File: config.mk
export PLATFORM = sky130hd
export DESIGN_NAME = falling_write_fifo
export DESIGN_NICKNAME = d
export VERILOG_FILES = /design/src/rtl/falling_write_fifo.sv
export SDC_FILE = /design/constraint.sdc
export NUM_CORES = 1
export LEC_CHECK = 0
export BUFFER_PORTS_ARGS = -buffer_cell sky130_fd_sc_hd__clkbuf_2
export CELL_PAD_IN_SITES_DETAIL_PLACEMENT = 1
export CELL_PAD_IN_SITES_GLOBAL_PLACEMENT = 2
export CORE_UTILIZATION = 30
export DETAILED_ROUTE_END_ITERATION = 16
export PLACE_DENSITY = 0.6
export SETUP_SLACK_MARGIN = 0.3
export SYNTH_ARGS = -nofsm -noshare
export SYNTH_HDL_FRONTEND = slang
export SYNTH_SLANG_ARGS = --single-unit
File: constraint.sdc
create_clock -name clk -period 4.15 [get_ports clk]
set_input_delay 0.415 -clock clk [delete_from_list [all_inputs] [get_ports clk]]
set_output_delay 0.415 -clock clk [all_outputs]
set_load 0.01 [all_outputs]
File: src/rtl/falling_write_fifo.sv
// Show-ahead FIFO: pushes land on the falling clock edge, pops retire on the rising edge,
// so a rising-edge consumer sees freshly written data half a cycle after the push.
module falling_write_fifo #(
   parameter int WIDTH = 32,
   parameter int DEPTH = 4
) (
   input  logic                       clk,
   input  logic                       clr,
   input  logic                       wr_en,
   input  logic [WIDTH-1:0]           wr_data,
   input  logic                       rd_en,
   output logic [WIDTH-1:0]           rd_data,
   output logic                       full,
   output logic                       empty,
   output logic [$clog2(DEPTH):0]     count,
   output logic                       overflow,
   output logic                       underflow
);

   localparam int AW = $clog2(DEPTH);

   logic [WIDTH-1:0] mem [DEPTH];
   logic [AW:0]      wptr;
   logic [AW:0]      rptr;

   // Occupancy derives from the two single-edge pointers; no counter is shared across edges.
   assign count = wptr - rptr;
   assign empty = (wptr == rptr);
   assign full  = (wptr[AW] != rptr[AW]) && (wptr[AW-1:0] == rptr[AW-1:0]);

   assign rd_data = empty ? '0 : mem[rptr[AW-1:0]];

   // Write side: falling edge
   always_ff @(negedge clk or posedge clr) begin
      if (clr) begin
         wptr     <= '0;
         overflow <= 1'b0;
         for (int i = 0; i < DEPTH; i++) mem[i] <= '0;
      end else if (wr_en) begin
         if (!full) begin
            mem[wptr[AW-1:0]] <= wr_data;
            wptr              <= wptr + 1'b1;
         end else begin
            overflow <= 1'b1;
         end
      end
   end

   // Read side: rising edge
   always_ff @(posedge clk or posedge clr) begin
      if (clr) begin
         rptr      <= '0;
         underflow <= 1'b0;
      end else if (rd_en) begin
         if (!empty) rptr <= rptr + 1'b1;
         else        underflow <= 1'b1;
      end
   end

endmodule

Word level (Yosys, flattened, before mapping):

Index checks and enable logic that the tools add are counted.

* flip-flop bits (word level): 136
* input port bits: 36
* output and inout bits: 39

* add/subtract/negate cells: 3
* $lt $le $gt $ge: 3
* equality and inequality tests: 3
* muxes and demuxes: 7
* bitwise gates (word level): 4
* reduce and logical (&&, ||, !) cells: 6

Operator list (count)
* 128-bit bitwise mux: 1
* 32-bit 2-to-1 mux: 4
* 32-bit binary-select mux with 2-bit select: 1
* 32-bit demux with 2-bit select: 1
* 2-bit AND reduction: 4
* 3-bit by 1-bit adder with 3-bit output (second input constant): 2
* 3-bit >= comparator (second input constant): 2
* 2-bit NOT with 3-bit output: 2
* 3-bit == test: 1
* 3-bit by 1-bit < comparator with 1-bit output (second input constant): 1
* 3-bit subtractor: 1
* 2-bit == test: 1
* 1-bit logical AND: 2
* 1-bit NOT: 2
* 1-bit inequality test: 1

Longest topological paths before layout:

* depth after elaboration: 6
* mapped depth: 9
* depth with buffers taken out: 5

==> qor.txt <==
Syn Nets = 440
# fillers = 2006
post-synthesis sequential area ratio = 0.5471
Wirelength per Cell = 21.48 um
Cell Area, Synth = 0.006221 mm2
Cell Chain, Critical Path = inv_2 > ha_4 > nand2_4 > nor2_4 > buf_12 > buf_12 > nor2b_2 > buf_2
first drt pass iteration count = 4
GRT Resource Usage Total = 0.1740
fin. max-slew vios = 0
IO Port Bufs = 74
final core occ = 0.4533
Clock Tree Buf Depth = 2
cell row count = 52
crit end category = output port
fraction of layout cells with a size suffix above 1 = 0.6777
first-pass GRT wire length = 27700 um
vias = 3913
Cells after Synth = 396
CP Max Fanout = 8
clk slew on worst S/H paths = 60 ps
WS Path Type = reg -> out
critical path's largest stage delay = 420 ps
hold crit path type = in -> async
Clock Latency Late Sink = 410 ps
Hold-fix buffers, CTS = 0
die width = 146 um
total clock sinks = 136
CP top delay family = buffers and inverters
Post-route DRC = 0
maximum VDD drop = 0.0003826 V
largest net degree at the start of global routing = 69
Synth area leader = dfrtn_1
P&R area growth vs syn = 47.91%
DRT antenna net count = 0
IO Pins = 75
Worst Path Buf+Inv = 4
final net count = 577
Routed Wire Length = 17550 um
status = complete, but fails checks
final RePlAce weighted congestion = 0.6818
CTS Buf Count = 17
Worst EP required = 3730 ps
gr ovfl total = 0
top cell type's share of synthesized area = 0.5310
DIE AREA = 0.02132 mm2
clock root cell = clkbuf_16
vias per cell = 4.789
starting density of the core = 0.3065
RSZ-0062 raised after global routing = true
vias in the first global route = 4481
Startpoint Class = flip-flop
YS warnings = 0
worst setup margin = -169.0 ps
CTS tree = yes
final setup vio count = 145
Syn Area/Cell = 15.71 um2
synth unique cells = 22
Worst Max-Slew Pin Slew = 766.6 ps
failing checks = setup timing
top post-synthesis cells by area = dfrtn_1 53%, mux2_2 24%, mux4_2 12%
clk_skew = 24.35 ps
LEAKAGE = 0.004140 uW
Crit-path slowest cell = dfrtn_1
Seq cells post-synth = 136
Final Hold Viols = 0
height of the die = 146 um
initial drt markers = 113
Critical Path Most Common Cell = buf_12
WP data arrival = 3900 ps
Rel. slew slack = 0.4889
H-tree Lvls = 4
Total Neg Setup Slack = -13200 ps
total of max-cap violations = 0
dpl hpwl = 9004 um
pwr dens = 1011 mW/mm2
initial antenna violation count = 1
core area = 0.02030 mm2
-- what timing repair did --
item | CTS | global route
pin swaps | 3 | 8
setup buffers | 30 | 5
setup endpoints to repair | 166 | 166
resized for setup | 146 | 62
gates cloned | 12 | 3
-- cells in the mapped netlist --
cell / count
dfrtn_1: 132
buf_4: 12
nor3_1: 3
mux4_2: 32
a21oi_1: 4
nand2_1: 6
nor2b_1: 32
buf_2: 4
nor2_1: 3
mux2_2: 130
a221o_1: 1
fa_1: 1
a21o_1: 2
xor2_1: 1
and2_0: 1
o21ai_0: 2
xnor2_1: 4
clkbuf_1: 8
dfrtp_1: 4
a211o_1: 1
ha_1: 7
inv_1: 6
-- cell usage in the layout (no fill, tap or decap), types with 4 or more instances in the layout --
cell	count
buf_4	16
buf_2	9
clkbuf_16	20
mux4_2	32
dfrtn_1	132
ha_1	5
nor2b_4	7
mux2_2	6
buf_16	13
nor2b_1	18
nor2b_2	7
a21oi_4	4
clkinv_2	4
buf_6	25
mux2_4	124
clkbuf_2	58
nand2_1	5
buf_12	17
-- routing by layer --
layer	global-route usage	up-vias	wire length [um]
met5	0	-	0
met4	0.05677	0	272
li1	-	1715	-
met1	0.2312	2105	7949
met2	0.2816	73	8687
met3	0.03950	20	642
-- state kept, by name (all words and copies together) (netlist names) --
signal and cells:
underflow 1, mem 128, rptr 3, wptr 3, overflow 1
-- report_power, final --
group | switching, uW | internal [uW] | total, uW
registers | 394 | 2070 | 2470
clock network | 601 | 903 | 1500
logic | 2070 | 3270 | 5330
-- per-stage QoR --
step	instance area [um2]	hold WS (ps)	instances	total power (uW)	setup WS, ps
3_5_place_dp	7169	415.5	734	6100	166.7
2_1_floorplan	6411	435.5	396	4930	-30.78
5_1_grt	9201	191.1	817	9845	-237.2
6_report	9201	162.4	817	9306	-169.0
4_1_cts	8894	161.5	808	8908	-173.3
3_3_place_gp	7169	412.1	734	5989	190.7
-- final cells by class --
| type | count | area [um2] | area share |
|---|---|---|---|
| clock buffer | 18 | 439.2 | 0.04773 |
| timing repair buffer | 142 | 1525 | 0.1658 |
| antenna | 1 | 2.502 | 0.0002720 |
| tap | 270 | 337.8 | 0.03671 |
| sequential | 136 | 3406 | 0.3701 |
| inverter | 6 | 28.78 | 0.003128 |
| multi-input combinational | 230 | 3314 | 0.3602 |
| clock inverter | 14 | 147.6 | 0.01605 |
-- worst min-delay path, delay by kind of cell --
kind,cells,cell delay [ps]
buffers and inverters,3,520
-- logic make-up after synthesis --
group / after synthesis / synth area share
adders and majority gates: 8 / 0.01730
xor gates and xnor gates: 5 / 0.007039
and+or+nand+nor: 45 / 0.04103
DFF: 136 / 0.5471
AOI/OAI and AO/OA: 10 / 0.01026
buffers and inverters: 30 / 0.02615
muxes: 162 / 0.3512
-- final timing paths --
kind                       depth (start not counted)     endpoint  slack (ps)      from
max                                                8  rd_data[17]        -170   wptr[0]
min                                                3    underflow         160       clr
min reg2reg                                        1     overflow         400  overflow
max reg2reg                                        9      mem[75]        -140   rptr[0]
max in group asynchronous                          3      wptr[1]        1690       clr
min in group clk                                   2    underflow         240     rd_en
(Power assumes the default switching activity.)
